### config.mk
export PLATFORM = sky130hd
export DESIGN_NAME = ex_hazard_ctrl
export DESIGN_NICKNAME = d
export VERILOG_FILES = /design/src/rtl/ex_hazard_ctrl_pkg.sv /design/src/rtl/ex_hazard_ctrl_fwd.sv /design/src/rtl/ex_hazard_ctrl.sv
export SDC_FILE = /design/constraint.sdc
export NUM_CORES = 1
export LEC_CHECK = 0
export ABC_AREA = 1
export CORE_UTILIZATION = 36
export CTS_BUF_LIST = sky130_fd_sc_hd__clkbuf_8
export CTS_CLUSTER_DIAMETER = 200
export DETAILED_ROUTE_END_ITERATION = 16
export MAX_ROUTING_LAYER = met4
export PLACE_DENSITY = 0.87
export SLEW_MARGIN = 30
export SYNTH_ARGS = -nofsm -noshare
export SYNTH_HDL_FRONTEND = slang
export SYNTH_SLANG_ARGS = --single-unit
### constraint.sdc
create_clock -name clk_i -period 1.9 [get_ports clk_i]
set_input_delay 0.285 -clock clk_i [delete_from_list [all_inputs] [get_ports clk_i]]
set_output_delay 0.285 -clock clk_i [all_outputs]
set_load 0.01 [all_outputs]
### src/rtl/ex_hazard_ctrl_pkg.sv
// Shared types for the EX-stage hazard controller.
//   fwd_sel_e : operand-mux select codes driven on forwardA/forwardB
//   state_e   : sequencing FSM states
package ex_hazard_ctrl_pkg;

  localparam int unsigned RegAddrWidth = 5;

  typedef enum logic [1:0] {
    FwdReg   = 2'b00,  // operand from register file
    FwdWb    = 2'b01,  // operand from WB_data
    FwdExMem = 2'b10   // operand from EX_MEM_alu_out
  } fwd_sel_e;

  typedef enum logic [0:0] {
    StIdle   = 1'b0,
    StMcBusy = 1'b1
  } state_e;

endpackage

### src/rtl/ex_hazard_ctrl_fwd.sv
// Combinational forward-select for both EX operands.
// Ports:
//   EX_MEM_rd_i/EX_MEM_wen_i  dest/write-enable of instr in MEM
//   MEM_WB_rd_i/MEM_WB_wen_i  dest/write-enable of instr in WB
//   ID_EX_rs1_i/ID_EX_rs2_i   sources of instr in EX
//   forward_a_o/forward_b_o   mux selects (fwd_sel_e encoding)
module ex_hazard_ctrl_fwd
  import ex_hazard_ctrl_pkg::*;
#(
  parameter int unsigned REG_ADDR_WIDTH = RegAddrWidth
) (
  input  logic [REG_ADDR_WIDTH-1:0] EX_MEM_rd_i,
  input  logic                      EX_MEM_wen_i,
  input  logic [REG_ADDR_WIDTH-1:0] MEM_WB_rd_i,
  input  logic                      MEM_WB_wen_i,
  input  logic [REG_ADDR_WIDTH-1:0] ID_EX_rs1_i,
  input  logic [REG_ADDR_WIDTH-1:0] ID_EX_rs2_i,
  output fwd_sel_e                  forward_a_o,
  output fwd_sel_e                  forward_b_o
);

  // x0 is hardwired zero, so a write to it is never a real producer.
  logic ex_mem_live, mem_wb_live;
  assign ex_mem_live = EX_MEM_wen_i && (EX_MEM_rd_i != '0);
  assign mem_wb_live = MEM_WB_wen_i && (MEM_WB_rd_i != '0);

  // The younger producer (EX/MEM) takes precedence over MEM/WB.
  always_comb begin
    forward_a_o = FwdReg;
    if (ex_mem_live && (EX_MEM_rd_i == ID_EX_rs1_i)) begin
      forward_a_o = FwdExMem;
    end else if (mem_wb_live && (MEM_WB_rd_i == ID_EX_rs1_i)) begin
      forward_a_o = FwdWb;
    end
  end

  always_comb begin
    forward_b_o = FwdReg;
    if (ex_mem_live && (EX_MEM_rd_i == ID_EX_rs2_i)) begin
      forward_b_o = FwdExMem;
    end else if (mem_wb_live && (MEM_WB_rd_i == ID_EX_rs2_i)) begin
      forward_b_o = FwdWb;
    end
  end

endmodule

### src/rtl/ex_hazard_ctrl.sv
// EX-stage sequencing: operand forwarding, load-use stall, taken-branch squash and
// multi-cycle (mul/div) hold. Outputs are Mealy on state + inputs.
// Ports:
//   clk_i, reset_i                     clock, synchronous active-high reset
//   IF_ID_* / ID_EX_* / EX_MEM_* / MEM_WB_*  pipeline register fields
//   EX_branch_taken_i                  taken branch/jump resolved in EX
//   forwardA_o/forwardB_o              00 regfile, 01 WB_data, 10 EX_MEM_alu_out
//   pc/IF_ID/ID_EX write enables, IF_ID/ID_EX/EX_MEM flushes
//   mc_start_o, mc_sel_o, busy_o       multi-cycle unit control and status
module ex_hazard_ctrl
  import ex_hazard_ctrl_pkg::*;
#(
  parameter int unsigned REG_ADDR_WIDTH = RegAddrWidth,
  parameter int unsigned MC_LATENCY     = 4
) (
  input  logic                      clk_i,
  input  logic                      reset_i,
  input  logic [REG_ADDR_WIDTH-1:0] IF_ID_rs1_i,
  input  logic [REG_ADDR_WIDTH-1:0] IF_ID_rs2_i,
  input  logic                      IF_ID_use_rs1_i,
  input  logic                      IF_ID_use_rs2_i,
  input  logic [REG_ADDR_WIDTH-1:0] ID_EX_rs1_i,
  input  logic [REG_ADDR_WIDTH-1:0] ID_EX_rs2_i,
  input  logic [REG_ADDR_WIDTH-1:0] ID_EX_rd_i,
  input  logic                      ID_EX_mem_read_i,
  input  logic                      ID_EX_mc_op_i,
  input  logic [REG_ADDR_WIDTH-1:0] EX_MEM_rd_i,
  input  logic                      EX_MEM_wen_i,
  input  logic [REG_ADDR_WIDTH-1:0] MEM_WB_rd_i,
  input  logic                      MEM_WB_wen_i,
  input  logic                      EX_branch_taken_i,
  output logic [1:0]                forwardA_o,
  output logic [1:0]                forwardB_o,
  output logic                      pc_write_en_o,
  output logic                      IF_ID_write_en_o,
  output logic                      IF_ID_flush_o,
  output logic                      ID_EX_write_en_o,
  output logic                      ID_EX_flush_o,
  output logic                      EX_MEM_flush_o,
  output logic                      mc_start_o,
  output logic                      mc_sel_o,
  output logic                      busy_o
);

  // Start cycle counts as one cycle of occupancy; the count reaching zero marks the result cycle.
  localparam logic [3:0] CntInit = 4'(MC_LATENCY - 2);

  state_e     state_q, state_d;
  logic [3:0] cnt_q, cnt_d;

  fwd_sel_e fwd_a, fwd_b;

  ex_hazard_ctrl_fwd #(
    .REG_ADDR_WIDTH (REG_ADDR_WIDTH)
  ) u_fwd (
    .EX_MEM_rd_i  (EX_MEM_rd_i),
    .EX_MEM_wen_i (EX_MEM_wen_i),
    .MEM_WB_rd_i  (MEM_WB_rd_i),
    .MEM_WB_wen_i (MEM_WB_wen_i),
    .ID_EX_rs1_i  (ID_EX_rs1_i),
    .ID_EX_rs2_i  (ID_EX_rs2_i),
    .forward_a_o  (fwd_a),
    .forward_b_o  (fwd_b)
  );

  // Forwarding is neutral while reset is held.
  assign forwardA_o = reset_i ? FwdReg : fwd_a;
  assign forwardB_o = reset_i ? FwdReg : fwd_b;

  logic load_use;
  assign load_use = ID_EX_mem_read_i && (ID_EX_rd_i != '0) &&
                    ((IF_ID_use_rs1_i && (IF_ID_rs1_i == ID_EX_rd_i)) ||
                     (IF_ID_use_rs2_i && (IF_ID_rs2_i == ID_EX_rd_i)));

  always_ff @(posedge clk_i) begin
    if (reset_i) begin
      state_q <= StIdle;
      cnt_q   <= '0;
    end else begin
      state_q <= state_d;
      cnt_q   <= cnt_d;
    end
  end

  always_comb begin
    state_d          = state_q;
    cnt_d            = cnt_q;
    pc_write_en_o    = 1'b1;
    IF_ID_write_en_o = 1'b1;
    IF_ID_flush_o    = 1'b0;
    ID_EX_write_en_o = 1'b1;
    ID_EX_flush_o    = 1'b0;
    EX_MEM_flush_o   = 1'b0;
    mc_start_o       = 1'b0;
    mc_sel_o         = 1'b0;
    busy_o           = 1'b0;

    if (!reset_i) begin
      unique case (state_q)
        StIdle: begin
          if (EX_branch_taken_i) begin
            // Squash wrong-path instrs in IF/ID and ID/EX; beats any load-use stall.
            IF_ID_flush_o = 1'b1;
            ID_EX_flush_o = 1'b1;
          end else if (ID_EX_mc_op_i) begin
            mc_start_o       = 1'b1;
            pc_write_en_o    = 1'b0;
            IF_ID_write_en_o = 1'b0;
            ID_EX_write_en_o = 1'b0;
            EX_MEM_flush_o   = 1'b1;
            cnt_d            = CntInit;
            state_d          = StMcBusy;
          end else if (load_use) begin
            pc_write_en_o    = 1'b0;
            IF_ID_write_en_o = 1'b0;
            ID_EX_flush_o    = 1'b1;
          end
        end
        StMcBusy: begin
          busy_o = 1'b1;
          if (cnt_q != '0) begin
            pc_write_en_o    = 1'b0;
            IF_ID_write_en_o = 1'b0;
            ID_EX_write_en_o = 1'b0;
            EX_MEM_flush_o   = 1'b1;
            cnt_d            = cnt_q - 4'd1;
          end else begin
            // Result cycle: pipeline advances and the unit's result enters EX/MEM.
            mc_sel_o = 1'b1;
            state_d  = StIdle;
          end
        end
      endcase
    end
  end

endmodule

* Word-level counts from Yosys, hierarchy flattened
Cells that the tools add are included.
Operators by class: $add $sub $neg 1, equal/unequal tests 9, muxes and demuxes 39, bitwise logic cells 1, reductions and logical operators 16
Operator list (number):
- 5-bit equality test | 6
- 1-bit 2-to-1 mux | 28
- 5-bit nonzero test | 3
- 4-bit 2-to-1 mux | 3
- 1-bit logical AND | 10
- 2-bit 2-to-1 mux | 4
- 4-bit case mux with 2 select lines | 1
- 1-bit case mux with 2 select lines | 3
- 2-bit inequality test, second input constant | 2
- 4-bit nonzero test | 1
- 4-bit by 1-bit subtractor with 4-bit output, second input constant | 1
- 3-bit AND reduction | 1
- 2-bit by 1-bit inequality test with 1-bit output, second input constant | 1
- 1-bit logical OR | 1
- 1-bit NOT | 1
Word-level totals: register bits after elaboration 5, input port bits 44, word-level logic and storage cells 68

* Depth between registers and ports, before layout
word-level depth 9, depth in mapped cells 10

* Modules after synthesis
Synthesis repeated with hierarchy kept, for this count alone.
Unflattened totals: cell total of the unflattened synthesis 200, area, all modules 964.7 µm²
By module, submodules not included:
- ex_hazard_ctrl | times used 1, cells each 119, area each 601.8 µm²
- ex_hazard_ctrl_fwd | times used 1, cells each 81, area each 362.8 µm²

* Least setup slack after synthesis
No wires, ideal clock.
path kind register to output, from register cnt_q[0], to output ID_EX_write_en_o, arrival 1.158 ns, slack 0.457 ns, cell stages (with the launch flop) 7, path buffers 0, path through dfxtp_1 > inv_1 > ha_1 > nand4_2 > nand2_4 > nor2_1 > inv_1
On the way: word-level cells in the longest chain between the ends 4
RTL lines:
- start: declaration | RTL line ex_hazard_ctrl.sv:49 | logic [3:0] cnt_q, cnt_d;
- start signal: assignment | RTL line ex_hazard_ctrl.sv:81 | cnt_q <= cnt_d;
- 4-bit nonzero test | RTL line ex_hazard_ctrl.sv:121 | if (cnt_q != '0) begin
- 1-bit 2-to-1 mux | RTL line ex_hazard_ctrl.sv:121
- 1-bit case mux with 2 select lines | RTL line ex_hazard_ctrl.sv:99 | unique case (state_q)
- 1-bit 2-to-1 mux | RTL line ex_hazard_ctrl.sv:98 | if (!reset_i) begin
- end: declaration | RTL line ex_hazard_ctrl.sv:37 | output logic ID_EX_write_en_o,
Every way passes these cells.

* Worst setup path after layout
from input ID_EX_rs2_i[4], to output forwardB_o[0]
On the way: word-level cells in the longest chain between the ends 5, elaborated cells on any way between the ends 7, classes of those cells 2 x eq/ne; 3 x mux; 2 x reduce/logical
RTL lines:
- start: declaration | RTL line ex_hazard_ctrl.sv:23 | input logic [REG_ADDR_WIDTH-1:0] ID_EX_rs2_i,
- 5-bit equality test | RTL line ex_hazard_ctrl_fwd.sv:41 | end else if (mem_wb_live && (MEM_WB_rd_i == ID_EX_rs2_i)) begin
- 1-bit logical AND | RTL line ex_hazard_ctrl_fwd.sv:41
- 1-bit 2-to-1 mux | RTL line ex_hazard_ctrl_fwd.sv:41
- 2-bit 2-to-1 mux * | RTL line ex_hazard_ctrl_fwd.sv:39 | if (ex_mem_live && (EX_MEM_rd_i == ID_EX_rs2_i)) begin
- 2-bit 2-to-1 mux * | RTL line ex_hazard_ctrl.sv:68 | assign forwardB_o = reset_i ? FwdReg : fwd_b;
- end: declaration | RTL line ex_hazard_ctrl.sv:33 | output logic [1:0] forwardB_o,
Every way passes the cells marked *; elsewhere a longest branch is shown, timed or not.

==> impl_metrics.csv <==
group,metric,value,unit
worst_setup_path,path_class,"in -> out",
layout,fin_util,70.0,%
sta,skew,0.000655,ns
worst_setup_path,r2r_setup_slack,0.55,ns
yosys,yosys.area_share.simple,47.0,%
sta,slew_viol_final,0,
worst_setup_path,rr_worst_depth,10,
layout,stdcell_count,255,
worst_setup_path,slowest_delay,0.51,ns
grt,grt-ovfl-total,0,
floorplan,die_h,51.4,um
clocking,tritoncts,"built",
floorplan,die_area,2640,sq um
worst_setup_path,crit_arrival,1.57,ns
sta,fmax,540,MHz
clocking,cts.path.max_buffers,2,
yosys,yosys_register_bits,5,
placement,port_buffers,56,
pwr,p_leak,0.948,nW
layout,antennaDiodeCount,0,
worst_setup_path,worstPathMaxFanout,2,
routing,firstDrtPassIters,4,
yosys,synth_top_family_by_area,"simple AND/OR/NAND/NOR gates",
grt,antenna_found_initial,0,
sta,min_period_over_period,97.5,%
yosys,synth_xor_area_share,18.9,%
yosys,yosys_warnings,0,
worst_setup_path,crit_slowest_cell,"clkdlybuf4s50_1",
clocking,cts_root_buffer,"clkbuf_8",
floorplan,core_area,2250,sq um
sta,setup-tns-final,0,ns
layout,areaGrowthSynthToFinish,79.8,%
yosys,syn_area,878,sq um
worst_setup_path,crit_chain,"clkdlybuf4s50_1, xnor2_1, nand2_1, nor3_1, nand3_1, nor2_1, clkdlybuf4s15_1",
min_path,hold_depth,2,
layout,multiInputGateArea,674,sq um
routing,avgRoutedWirePerCell,9.92,um
floorplan,initial_utilization,39.0,%
worst_setup_path,cp-startpoint,"ID_EX_rs2_i[4]",
grt,grt_pass1_wl,4120,um
yosys,avgSynthCellArea,5.39,sq um
clocking,clkLatencyLatePin,0.22,ns
worst_setup_path,cp.depth,7,
sta,worst_hold_slack,0.493,ns
worst_setup_path,cpLargestDelayFamily,"buffers and inverters",
yosys,postSynthCellCount,163,
yosys,synthAdderAreaFrac,2.85,%
routing,drt_iter0_drc,22,
yosys,synth-compound-area-share,5.56,%
clocking,cts_hold_buf,0,
floorplan,fp-row-count,17,
routing,routed_via_density,4.60,
grt,grt_max_degree,8,
sta,post-route-min-period,1.85,ns
floorplan,die_x,51.4,um
grt,grt_pass1_vias,1152,
routing,finalWirelength,2530,um
yosys,synth_seq_area_share,11.4,%
clocking,path_clk_slew,0.04,ns
yosys,synthMuxAreaShare,0,%
min_path,hp-class,"reg -> reg",
worst_setup_path,cp_num_buf_inv,2,
floorplan,io_pins,57,
clocking,numCtsBuffers,3,
sta,tightest_slew,0.284,ns
layout,final_nets,274,
worst_setup_path,cp-end-kind,"output port",
routing,vias,1174,
layout,fin_area,1580,sq um
sta,hold_viol,0,
yosys,synth_fp_nets,209,
pwr,p_per_area,404,nW/um^2
pwr,ir_worst_vdd,0.460,mV
job,max_cap_viol_count,0,
worst_setup_path,start_kind,"input port",
layout,register_area,100,sq um
run_status,status,"finished clean",
sta,slew_headroom,81.1,%
routing,drc_errors,0,
sta,rsz0062_at_grt,"false",
worst_setup_path,worstReg2RegStart,"cnt_q[0]",
worst_setup_path,cp-endpoint,"forwardB_o[0]",
routing,final_antenna_net_count,0,
layout,n_fill_cell,198,
layout,drive_gt1_share,12.3,%
placement,dpl.hpwl,2000,um
sta,setup_violations,0,
placement,gp_congestion,0.807,
worst_setup_path,cp_data_required_time,1.62,ns
clocking,htree_levels,1,
placement,placed_area,1510,sq um
clocking,clock_sinks,5,
placement,place_inst,251,
worst_setup_path,regToRegEndpoint,"cnt_q[2]",
grt,grtUsageTotal,20.4,%
yosys,synth_cell_type_count,21,
-- cell type report --
type	instances	share of cell area, %
sequential	5	6.34
multi-input combinational	126	42.7
inverter	30	7.13
tap	28	2.22
timing repair buffer	62	38.7
clock inverter	1	0.238
clock buffer	3	2.61
-- sequential cells by signal (all words and copies together), names as in the netlist --
| signal | flops |
|---|---|
| cnt_q | 4 |
| state_q | 1 |
-- worst min-delay path by stage --
stage	startpoint	end
floorplan	cnt_q[0]	cnt_q[0]
global placement	cnt_q[3]	cnt_q[3]
detailed placement	cnt_q[3]	cnt_q[3]
CTS	cnt_q[1]	cnt_q[1]
global route	cnt_q[1]	cnt_q[1]
finish	cnt_q[1]	cnt_q[1]
-- cell families after synthesis --
| group | count (synthesis) |
|---|---|
| DFF | 5 |
| xor gates and xnor gates | 19 |
| adders and majority gates | 2 |
| AOI/OAI and AO/OA | 7 |
| and+or+nand+nor | 98 |
| buffers and inverters | 32 |
-- through the flow --
stage,power [mW],worst slack (ns)
floorplan,0.275,0.457
global placement,0.438,-0.310
detailed placement,0.444,-0.324
CTS,0.644,0.00190
global route,0.686,0.00208
finish,0.637,0.0474
-- cells in the final DEF, fill, tap and decap left out, types with 6 or more instances in the layout --
cell             count
inv_1               26
nand3_1              9
nand2_1             47
clkdlybuf4s50_1     25
buf_4                6
xnor2_1              8
xor2_1              11
nor2_1              29
dlygate4sd2_1        8
dlymetal6s2s_1      16
-- per-layer routing --
layer | vias up | global-route usage (%) | routed length (um)
li1 | 623 | - | -
met1 | 503 | 20.4 | 1050
met2 | 46 | 39.4 | 1260
met3 | 2 | 4.17 | 205
met4 | 0 | 5.86 | 14
met5 | - | - | 0
-- power breakdown --
part	switching (mW)	leakage, nW	total (mW)	internal [mW]
registers	0.00843	0.0412	0.125	0.117
clock network	0.0584	0.0269	0.197	0.139
logic	0.150	0.880	0.315	0.164
-- worst reg2reg max path: stages, from the launching register on --
cell and delay [ns]:
dfxtp_1 0.31, inv_1 0.11, ha_2 0.21, nand4_4 0.14, nand2_4 0.09, buf_4 0.13
inv_2 0.05, nand2_1 0.06, nand2_1 0.05, nand3b_1 0.07, inv_1 0.04
-- what timing repair did --
action,in CTS,in global routing
setup endpoints to repair,10,9
pin swaps,1,4
resized for setup,29,25
setup buffers,0,0
endpoints found under the hold margin,0,0
-- synth_stat cells --
cell / n / share of area (%)
dfxtp_1: 5 / 11
a211oi_2: 1 / 1.4
xor2_1: 11 / 11
nor2_1: 31 / 13
buf_2: 1 / 0.57
buf_4: 1 / 0.86
nand2_1: 47 / 20
nor3_1: 6 / 3.4
o21ai_0: 2 / 1.1
nand4_1: 1 / 0.71
inv_1: 28 / 12
a211oi_1: 1 / 0.86
nand3_1: 9 / 5.1
nand4_2: 1 / 1.4
nand2_4: 1 / 1.3
o21ai_2: 1 / 1.0
xnor2_1: 8 / 8.0
ha_1: 2 / 2.8
a21oi_1: 2 / 1.1
nand3b_1: 2 / 1.7
inv_2: 2 / 0.86
No activity file was read; power rests on OpenSTA's default activity.
